**config.mk**
```make
export PLATFORM = sky130hd
export DESIGN_NAME = opsg_noise_gen
export DESIGN_NICKNAME = d
export VERILOG_FILES = /design/src/rtl/opsg_pkg.sv /design/src/rtl/opsg_lfsr.sv /design/src/rtl/opsg_noise_gen.sv
export SDC_FILE = /design/constraint.sdc
export NUM_CORES = 1
export LEC_CHECK = 0
export CORE_MARGIN = 3
export CORE_UTILIZATION = 60
export DETAILED_ROUTE_END_ITERATION = 8
export PLACE_DENSITY = 0.9
export SLEW_MARGIN = 10
export SYNTH_ARGS = -nofsm -noshare
export SYNTH_HDL_FRONTEND = slang
export SYNTH_SLANG_ARGS = --single-unit
```
**constraint.sdc**
```tcl
create_clock -name clk -period 3.65 [get_ports clk]
set_input_delay 0.73 -clock clk [delete_from_list [all_inputs] [get_ports clk]]
set_output_delay 0.73 -clock clk [all_outputs]
set_load 0.01 [all_outputs]
```
**src/rtl/opsg_pkg.sv**
```systemverilog
// Shared encodings and default constants for the OPSG noise channel.
package opsg_pkg;

   typedef enum logic [1:0] {
      NF_DIV0  = 2'd0,
      NF_DIV1  = 2'd1,
      NF_DIV2  = 2'd2,
      NF_TONE3 = 2'd3
   } nf_e;

   typedef enum logic {
      FB_PERIODIC = 1'b0,
      FB_WHITE    = 1'b1
   } fb_e;

   // Field order matches the wr_data bus: {fb, nf[1:0]}
   typedef struct packed {
      fb_e fb;
      nf_e nf;
   } ctrl_t;

   localparam int DEF_DIV0 = 16;
   localparam int DEF_DIV1 = 32;
   localparam int DEF_DIV2 = 64;

endpackage

```
**src/rtl/opsg_lfsr.sv**
```systemverilog
// Noise shift register: white/periodic feedback, seed load and all-zero guard.
module opsg_lfsr #(
   parameter int                    LFSR_WIDTH = 16,
   parameter int                    TAP_A      = 0,
   parameter int                    TAP_B      = 3,
   parameter logic [LFSR_WIDTH-1:0] SEED       = {1'b1, {(LFSR_WIDTH-1){1'b0}}}
) (
   input  logic                  clk,
   input  logic                  rst,
   input  logic                  load,
   input  logic                  shift_en,
   input  logic                  white,
   output logic [LFSR_WIDTH-1:0] lfsr
);

   logic [LFSR_WIDTH-1:0] lfsr_q;
   logic [LFSR_WIDTH-1:0] lfsr_d;
   logic [LFSR_WIDTH-1:0] shifted;
   logic                  fb;

   always_comb begin
      fb      = white ? (lfsr_q[TAP_A] ^ lfsr_q[TAP_B]) : lfsr_q[0];
      shifted = {fb, lfsr_q[LFSR_WIDTH-1:1]};
      lfsr_d  = lfsr_q;
      if (load) begin
         lfsr_d = SEED;
      end else if (shift_en) begin
         // A stuck-at-zero register would silence the channel forever
         lfsr_d = (shifted == '0) ? SEED : shifted;
      end
   end

   always_ff @(posedge clk or posedge rst) begin
      if (rst) lfsr_q <= SEED;
      else     lfsr_q <= lfsr_d;
   end

   assign lfsr = lfsr_q;

endmodule

```
**src/rtl/opsg_noise_gen.sv**
```systemverilog
// OPSG noise channel: divider/phase logic driving an LFSR shift per phase rise.
// Optional debug ports (lfsr_state, shift_count) are enabled by OPSG_NOISE_DEBUG_EN.
module opsg_noise_gen
   import opsg_pkg::*;
#(
   parameter int                    LFSR_WIDTH = 16,
   parameter int                    TAP_A      = 0,
   parameter int                    TAP_B      = 3,
   parameter logic [LFSR_WIDTH-1:0] SEED       = {1'b1, {(LFSR_WIDTH-1){1'b0}}},
   parameter int                    CNT_WIDTH  = 10,
   parameter int                    DIV0       = DEF_DIV0,
   parameter int                    DIV1       = DEF_DIV1,
   parameter int                    DIV2       = DEF_DIV2
) (
   input  logic                  clk,
   input  logic                  rst,
   input  logic                  clk_en,
   input  logic                  wr,
   input  logic [2:0]            wr_data,
   input  logic                  tone3_pulse,
   output logic                  noise_bit,
   output logic                  shift_pulse
`ifdef OPSG_NOISE_DEBUG_EN
   ,
   output logic [LFSR_WIDTH-1:0] lfsr_state,
   output logic [15:0]           shift_count
`endif
);

   localparam logic [CNT_WIDTH-1:0] CNT_ONE = {{(CNT_WIDTH-1){1'b0}}, 1'b1};

   // Truncate to the counter width; a zero reload means toggle every tick
   function automatic logic [CNT_WIDTH-1:0] fix_reload(input int div);
      logic [CNT_WIDTH-1:0] t;
      t = CNT_WIDTH'(div);
      return (t == '0) ? CNT_ONE : t;
   endfunction

   localparam logic [CNT_WIDTH-1:0] RELOAD0 = fix_reload(DIV0);
   localparam logic [CNT_WIDTH-1:0] RELOAD1 = fix_reload(DIV1);
   localparam logic [CNT_WIDTH-1:0] RELOAD2 = fix_reload(DIV2);

   ctrl_t                 ctrl_q, ctrl_d;
   logic [CNT_WIDTH-1:0]  counter_q, counter_d;
   logic                  phase_q, phase_d;
   logic                  shift_pulse_q, shift_pulse_d;
   logic [CNT_WIDTH-1:0]  reload_sel;
   logic                  shift;
   logic [LFSR_WIDTH-1:0] lfsr_val;

   always_comb begin
      case (ctrl_q.nf)
         NF_DIV0: reload_sel = RELOAD0;
         NF_DIV1: reload_sel = RELOAD1;
         default: reload_sel = RELOAD2;
      endcase
   end

   always_comb begin
      ctrl_d    = ctrl_q;
      counter_d = counter_q;
      phase_d   = phase_q;
      if (wr) begin
         ctrl_d    = ctrl_t'(wr_data);
         counter_d = CNT_ONE;
         phase_d   = 1'b0;
      end else if (clk_en) begin
         if (ctrl_q.nf == NF_TONE3) begin
            if (tone3_pulse) phase_d = ~phase_q;
         end else if (counter_q == CNT_ONE) begin
            counter_d = reload_sel;
            phase_d   = ~phase_q;
         end else begin
            counter_d = counter_q - CNT_ONE;
         end
      end
      // A write forces phase low, so it can never coincide with a shift
      shift         = ~phase_q & phase_d;
      shift_pulse_d = shift;
   end

   always_ff @(posedge clk or posedge rst) begin
      if (rst) begin
         ctrl_q        <= ctrl_t'(3'b000);
         counter_q     <= CNT_ONE;
         phase_q       <= 1'b0;
         shift_pulse_q <= 1'b0;
      end else begin
         ctrl_q        <= ctrl_d;
         counter_q     <= counter_d;
         phase_q       <= phase_d;
         shift_pulse_q <= shift_pulse_d;
      end
   end

   opsg_lfsr #(
      .LFSR_WIDTH (LFSR_WIDTH),
      .TAP_A      (TAP_A),
      .TAP_B      (TAP_B),
      .SEED       (SEED)
   ) u_lfsr (
      .clk      (clk),
      .rst      (rst),
      .load     (wr),
      .shift_en (shift),
      .white    (ctrl_q.fb == FB_WHITE),
      .lfsr     (lfsr_val)
   );

   assign noise_bit   = lfsr_val[0];
   assign shift_pulse = shift_pulse_q;

`ifdef OPSG_NOISE_DEBUG_EN
   logic [15:0] shift_count_q, shift_count_d;

   always_comb begin
      shift_count_d = shift_count_q;
      if (wr)         shift_count_d = 16'd0;
      else if (shift) shift_count_d = shift_count_q + 16'd1;
   end

   always_ff @(posedge clk or posedge rst) begin
      if (rst) shift_count_q <= 16'd0;
      else     shift_count_q <= shift_count_d;
   end

   assign lfsr_state  = lfsr_val;
   assign shift_count = shift_count_q;
`endif

endmodule
```
==> impl_metrics.prom, run 1 <==
# TYPE chip_impl_metric gauge
chip_impl_info{name="status",value="finished, final reports clean"} 1
chip_impl_metric{name="gr-usage-met3",unit="%"} 4.61
chip_impl_metric{name="h-tree-depth",unit=""} 2
chip_impl_metric{name="globalRouteMet1Util",unit="%"} 23.2
chip_impl_metric{name="floorplan.rows",unit=""} 18
chip_impl_metric{name="grt_remaining_overflow",unit=""} 0
chip_impl_metric{name="chipWidth",unit="µm"} 58.5
chip_impl_metric{name="worst_slew_margin_rel",unit="%"} 56.0
chip_impl_metric{name="grt_pass1_vias",unit=""} 1205
chip_impl_metric{name="floorplan.die_area",unit="µm²"} 3430
chip_impl_metric{name="postSynthRegisterBits",unit=""} 31
chip_impl_metric{name="worstPathMaxFanout",unit=""} 17
chip_impl_info{name="tritoncts",value="built"} 1
chip_impl_metric{name="gr-usage-all-layers",unit="%"} 20.3
chip_impl_metric{name="num_io_pins",unit=""} 10
chip_impl_metric{name="synth_enable_flop_cells",unit=""} 0
chip_impl_metric{name="antenna_cells_inserted",unit=""} 0
chip_impl_metric{name="synthCells",unit=""} 147
chip_impl_metric{name="worst-endpoint-arrival",unit="ps"} 2500
chip_impl_metric{name="grt_first_pass_wirelength",unit="mm"} 5.25
chip_impl_metric{name="clk_latency",unit="ps"} 330
chip_impl_metric{name="place_ws",unit="ps"} 1020
chip_impl_info{name="setup.worst_path.end_class",value="register"} 1
chip_impl_metric{name="route.detailed.vias_per_inst",unit=""} 6.05
chip_impl_metric{name="number_of_clock_buffers_inserted_by_tritoncts",unit=""} 5
chip_impl_metric{name="tritonroute_pass_1_iters",unit=""} 4
chip_impl_metric{name="timing.final.crit_share",unit="%"} 63.0
chip_impl_info{name="synth_commonest_cells",value="29 x dfrtp_1, 16 x nor2b_1, 12 x nor2_1, 8 x mux2_1, 8 x mux2_4"} 1
chip_impl_metric{name="postCtsHoldBufs",unit=""} 0
chip_impl_metric{name="nNetsFinal",unit=""} 170
chip_impl_info{name="crit_type",value="in2reg"} 1
chip_impl_metric{name="syn2layout_area_growth",unit="%"} 10.7
chip_impl_metric{name="maxSlewViolCount",unit=""} 0
chip_impl_metric{name="use_met2",unit="%"} 36.5
chip_impl_metric{name="total_clock_sinks",unit=""} 31
chip_impl_metric{name="layout_setup_ws",unit="ps"} 1350
chip_impl_metric{name="detail_route.wirelength",unit="mm"} 2.97
chip_impl_metric{name="gp_congestion",unit=""} 0.907
chip_impl_metric{name="cp.required",unit="ps"} 3850
chip_impl_info{name="hold_path.class",value="reg2reg"} 1
chip_impl_metric{name="timing.final.crit_period",unit="ps"} 2300
chip_impl_metric{name="post_layout_nonfiller_instances",unit=""} 191
chip_impl_metric{name="clk_transition_reported_paths",unit="ps"} 90
chip_impl_metric{name="final.setup.tns",unit="ps"} 0
chip_impl_metric{name="vdd_drop_max",unit="mV"} 0.311
chip_impl_info{name="cts_root_buf",value="clkbuf_4"} 1
chip_impl_metric{name="syn-mean-instance-area",unit="µm²"} 11.3
chip_impl_info{name="worst_setup_path_start_kind",value="input port"} 1
chip_impl_metric{name="drive_gt1_share",unit="%"} 18.0
chip_impl_metric{name="place.port_buffers",unit=""} 9
chip_impl_metric{name="worst_hold_slack",unit="ps"} 519
chip_impl_metric{name="wire_per_inst",unit="µm"} 15.5
chip_impl_metric{name="dr_iter_0_viols",unit=""} 64
chip_impl_metric{name="synthDominantCellAreaShare",unit="%"} 43.8
chip_impl_metric{name="synth.net_count",unit=""} 157
chip_impl_metric{name="max_cap_viol_count",unit=""} 0
chip_impl_metric{name="grt_max_degree",unit=""} 33
chip_impl_metric{name="post_synth_instance_area",unit="µm²"} 1660
chip_impl_metric{name="vias",unit=""} 1156
chip_impl_metric{name="antenna_violations_before_repair",unit=""} 0
chip_impl_metric{name="power_per_cell_area",unit="nW/µm²"} 432
chip_impl_info{name="setup_repair_after_global_routing_missed_its_margin",value="false"} 1
chip_impl_metric{name="synth-seq-area-share",unit="%"} 47.0
chip_impl_metric{name="design.core.area",unit="µm²"} 2540
chip_impl_metric{name="timing.final.setup_violations",unit=""} 0
chip_impl_metric{name="initial_utilization",unit="%"} 65.0
chip_impl_metric{name="slew_at_the_pin_closest_to_its_max_slew_limit",unit="ps"} 657
chip_impl_metric{name="asyncSetResetFlopFracSynth",unit="%"} 100
chip_impl_metric{name="place_inst",unit=""} 183
chip_impl_metric{name="report.final.hold_viol_count",unit=""} 0
chip_impl_metric{name="clock.fmax",unit="MHz"} 435
chip_impl_metric{name="die_height",unit="µm"} 58.5
chip_impl_info{name="most_used_flip_flop_cell_after_synthesis",value="dfrtp_1"} 1
chip_impl_metric{name="leakage",unit="nW"} 0.875
chip_impl_metric{name="drt.antenna.violating_nets",unit=""} 0
chip_impl_metric{name="cts-resized-gates",unit=""} 0
chip_impl_metric{name="postCtsSetupRepairBufs",unit=""} 0
chip_impl_metric{name="synth.distinct_cells",unit=""} 42
chip_impl_metric{name="yosysWarnings",unit=""} 0
chip_impl_info{name="synth_top_cells_by_area",value="dfrtp_1 44%, mux2_4 7.3%, nor2b_1 6.0%, mux2_1 5.4%, dfstp_2 3.2%"} 1
chip_impl_info{name="gr-max-usage-layer",value="met2"} 1
chip_impl_metric{name="max-clock-path-buffers",unit=""} 2
chip_impl_metric{name="finalClockSkew",unit="ps"} 12.6
chip_impl_info{name="yosysTopAreaCell",value="dfrtp_1"} 1
chip_impl_metric{name="remaining_drc_errors",unit=""} 0
chip_impl_metric{name="hpwlAfterDp",unit="mm"} 2.01
chip_impl_info{name="synthMostInstantiatedCell",value="dfrtp_1"} 1
sequential cells by signal, indices dropped and copies added (netlist names):
name / cells
shift_pulse: 1
phase_q: 1
counter_q: 10
u_lfsr.lfsr: 16
ctrl_q: 3
routing by layer:
layer,vias to the layer above,wire length [µm]
met3,5,93
met4,0,44
met1,575,1270
met2,21,1560
met5,-,0
li1,555,-
cell families after synthesis:
group,synth area share (%)
compound gates,8.77
xor+xnor,0.529
fa+ha+maj,1.51
buf+inv,2.49
flops,47.0
mux,17.8
simple gates,21.9
cells in the final DEF (no fill, tap or decap), drive strengths merged:
master	Yosys	routed
a2111oi	1	1
a211o	1	1
a21bo	1	1
a21boi	1	1
a21oi	7	7
a22oi	1	1
a311oi	1	1
a31oi	1	1
and3	1	1
and4	3	3
buf	2	2
clkbuf	3	7
clkdlybuf4s50	0	9
clkinv	0	1
dfrtp	29	29
dfstp	2	2
ha	2	2
inv	4	4
mux2	19	19
mux2i	5	5
nand2	5	5
nand3	2	2
nand4	2	2
nor2	12	12
nor2b	16	16
nor3	8	8
nor3b	2	2
nor4	5	5
nor4b	1	1
o21a	1	1
o21ai	3	3
o21bai	1	1
o31ai	1	1
or3	3	3
xnor2	1	1
power breakdown:
part,internal [mW],leakage [nW],switching [mW],total (mW)
sequential,0.369,0.416,0.0286,0.397
combinational,0.0858,0.424,0.0982,0.184
clock,0.0933,0.0353,0.116,0.209
total,0.548,0.875,0.243,0.790
path summary, 6_finish.rpt:
check,startpoint,endpoint,slack (ps),cells past startpoint
max,clk_en,u_lfsr.lfsr[14],1350,5
min,u_lfsr.lfsr[14],u_lfsr.lfsr[13],520,1
max reg2reg,counter_q[1],u_lfsr.lfsr[14],1410,6
min reg2reg,u_lfsr.lfsr[14],u_lfsr.lfsr[13],520,1
max in group asynchronous,rst,u_lfsr.lfsr[15],2540,3
min in group asynchronous,rst,counter_q[2],770,3
cell type report:
type                       instances  area (µm²)
clock buffer                       7        55.1
clock inverter                     1        5.00
sequential                        31         778
timing repair buffer              11         105
tap                               30        37.5
fill                             189         713
inverter                           4        15.0
multi-input combinational        107         836
metrics by stage:
stage	utilization (%)	total power, mW	area, µm²
6_report	72.0	0.790	1830
5_1_grt	72.0	0.838	1830
4_1_cts	72.0	0.794	1830
3_5_place_dp	69.6	0.586	1770
3_3_place_gp	69.6	0.578	1770
2_1_floorplan	-	0.544	1660
critical path, cell delays in order:
cell and delay [ps]:
clkdlybuf4s50_1 430, a21boi_2 200, and4_4 190, o21ai_4 550
mux2_1 390
(Power assumes the default switching activity.)
==> run 2: changes to the inputs <==
CORE_UTILIZATION = 58   (was 60)
PLACE_DENSITY = 0.88   (was 0.9)
clock period = 2.3 ns   (was 3.65 ns; I/O delays follow)
==> impl_metrics.prom, run 2 (same netlist as run 1, synthesis figures left out) <==
# TYPE chip_impl_metric gauge
chip_impl_metric{name="postCtsHoldBufs",unit=""} 0
chip_impl_metric{name="grt_max_degree",unit=""} 32
chip_impl_metric{name="leakage",unit="nW"} 0.905
chip_impl_metric{name="timing.final.setup_violations",unit=""} 0
chip_impl_metric{name="design.core.area",unit="µm²"} 2590
chip_impl_metric{name="hpwlAfterDp",unit="mm"} 2.19
chip_impl_metric{name="slew_at_the_pin_closest_to_its_max_slew_limit",unit="ps"} 403
chip_impl_metric{name="gp_congestion",unit=""} 0.821
chip_impl_metric{name="grt_remaining_overflow",unit=""} 0
chip_impl_metric{name="worst_slew_margin_rel",unit="%"} 72.5
chip_impl_metric{name="worst-endpoint-arrival",unit="ps"} 2170
chip_impl_metric{name="antenna_cells_inserted",unit=""} 0
chip_impl_info{name="worst_setup_path_start_kind",value="register"} 1
chip_impl_metric{name="post_layout_nonfiller_instances",unit=""} 194
chip_impl_metric{name="die_height",unit="µm"} 59.4
chip_impl_metric{name="grt_first_pass_wirelength",unit="mm"} 5.57
chip_impl_info{name="crit_type",value="reg2reg"} 1
chip_impl_metric{name="chipWidth",unit="µm"} 59.4
chip_impl_metric{name="max_cap_viol_count",unit=""} 0
chip_impl_metric{name="syn2layout_area_growth",unit="%"} 14.1
chip_impl_metric{name="gr-usage-met3",unit="%"} 6.54
chip_impl_metric{name="final_core_util",unit="%"} 72.9
chip_impl_metric{name="dr_iter_0_viols",unit=""} 41
chip_impl_metric{name="wire_per_inst",unit="µm"} 16.8
chip_impl_metric{name="initial_utilization",unit="%"} 63.9
chip_impl_metric{name="gr-usage-all-layers",unit="%"} 21.8
chip_impl_info{name="setup.worst_path.end_class",value="register"} 1
chip_impl_metric{name="cts-resized-gates",unit=""} 0
chip_impl_metric{name="vias",unit=""} 1176
chip_impl_metric{name="timing.final.crit_period",unit="ps"} 1950
chip_impl_metric{name="worstPathMaxFanout",unit=""} 17
chip_impl_metric{name="vdd_drop_max",unit="mV"} 0.810
chip_impl_metric{name="antenna_violations_before_repair",unit=""} 0
chip_impl_metric{name="drive_gt1_share",unit="%"} 20.1
chip_impl_metric{name="num_io_pins",unit=""} 10
chip_impl_metric{name="globalRouteMet1Util",unit="%"} 26.7
chip_impl_info{name="status",value="finished, final reports clean"} 1
chip_impl_info{name="cts_root_buf",value="clkbuf_4"} 1
chip_impl_metric{name="timing.final.crit_share",unit="%"} 84.7
chip_impl_metric{name="h-tree-depth",unit=""} 2
chip_impl_metric{name="max-clock-path-buffers",unit=""} 2
chip_impl_info{name="layout.cells.most_common_list",value="29 x dfrtp_1, 16 x nor2b_1, 12 x nor2_1"} 1
chip_impl_metric{name="number_of_clock_buffers_inserted_by_tritoncts",unit=""} 5
chip_impl_metric{name="tritonroute_pass_1_iters",unit=""} 4
chip_impl_info{name="setup_repair_after_global_routing_missed_its_margin",value="false"} 1
chip_impl_metric{name="drt.antenna.violating_nets",unit=""} 0
chip_impl_metric{name="cp.required",unit="ps"} 2530
chip_impl_metric{name="clk_transition_reported_paths",unit="ps"} 110
chip_impl_metric{name="total_clock_sinks",unit=""} 31
chip_impl_metric{name="place_inst",unit=""} 186
chip_impl_metric{name="grt_pass1_vias",unit=""} 1221
chip_impl_info{name="tritoncts",value="built"} 1
chip_impl_metric{name="final.setup.tns",unit="ps"} 0
chip_impl_metric{name="remaining_drc_errors",unit=""} 0
chip_impl_info{name="hold_path.class",value="in2async"} 1
chip_impl_metric{name="use_met2",unit="%"} 34.3
chip_impl_metric{name="postCtsSetupRepairBufs",unit=""} 0
chip_impl_metric{name="max_ffs_per_register",unit=""} 16
chip_impl_info{name="gr-max-usage-layer",value="met2"} 1
chip_impl_metric{name="clk_latency",unit="ps"} 340
chip_impl_metric{name="maxSlewViolCount",unit=""} 0
chip_impl_metric{name="floorplan.die_area",unit="µm²"} 3530
chip_impl_metric{name="finalClockSkew",unit="ps"} 15.8
chip_impl_metric{name="power_per_cell_area",unit="nW/µm²"} 730
chip_impl_metric{name="clock.fmax",unit="MHz"} 513
chip_impl_metric{name="nNetsFinal",unit=""} 173
chip_impl_metric{name="detail_route.wirelength",unit="mm"} 3.25
chip_impl_metric{name="floorplan.rows",unit=""} 18
chip_impl_info{name="mostFrequentLayoutCell",value="dfrtp_1"} 1
chip_impl_metric{name="dpl_cell_area",unit="µm²"} 1810
chip_impl_metric{name="place.port_buffers",unit=""} 9
chip_impl_metric{name="report.final.hold_viol_count",unit=""} 0
chip_impl_metric{name="postLayoutCellArea",unit="µm²"} 1890
chip_impl_metric{name="route.detailed.vias_per_inst",unit=""} 6.06
-- run 2: report_power, final --
group	switching (mW)	internal (mW)
Sequential	0.0460	0.585
Combinational	0.166	0.152
Clock	0.201	0.229
-- run 2: critical path, cell delays in order (launching register included) --
cell	delay, ps
dfstp_2	600
ha_1	200
nor3b_4	200
and4_4	280
o21ai_4	70
buf_12	170
mux2_4	300
-- run 2: layout make-up --
class / count / area (µm²)
fillers: 156 / 702
clock inverters: 3 / 43.8
flip-flops and latches: 31 / 778
clock buffers: 5 / 37.5
multi-input cells: 107 / 836
inverters: 4 / 15.0
well taps: 30 / 37.5
repair buffers: 14 / 140
-- run 2: metal layers --
metal / vias up / wire [µm]
met3: 7 / 160
li1: 561 / -
met4: 0 / 59
met5: - / 0
met1: 571 / 1460
met2: 37 / 1580
-- run 2: final timing paths --
kind                                       from              end  slack, ps  cells after the start
worst max-delay path               counter_q[0]   u_lfsr.lfsr[5]        350                      6
worst min-delay path                        rst  u_lfsr.lfsr[11]        490                      3
worst max register to register     counter_q[0]   u_lfsr.lfsr[5]        350                      6
worst min register to register  u_lfsr.lfsr[14]  u_lfsr.lfsr[13]        530                      1
max in group asynchronous                   rst  u_lfsr.lfsr[15]       1490                      3
min in group clk                u_lfsr.lfsr[14]  u_lfsr.lfsr[13]        530                      1
-- run 2: stage by stage --
stage                     worst slack, ps  hold slack (ps)  total power [mW]
final                                 351              489              1.38
after global routing                  255              519              1.45
after CTS                             362              488              1.38
after detailed placement              203              504             0.954
after global placement                288              486             0.935
after floorplan                       337              473             0.863
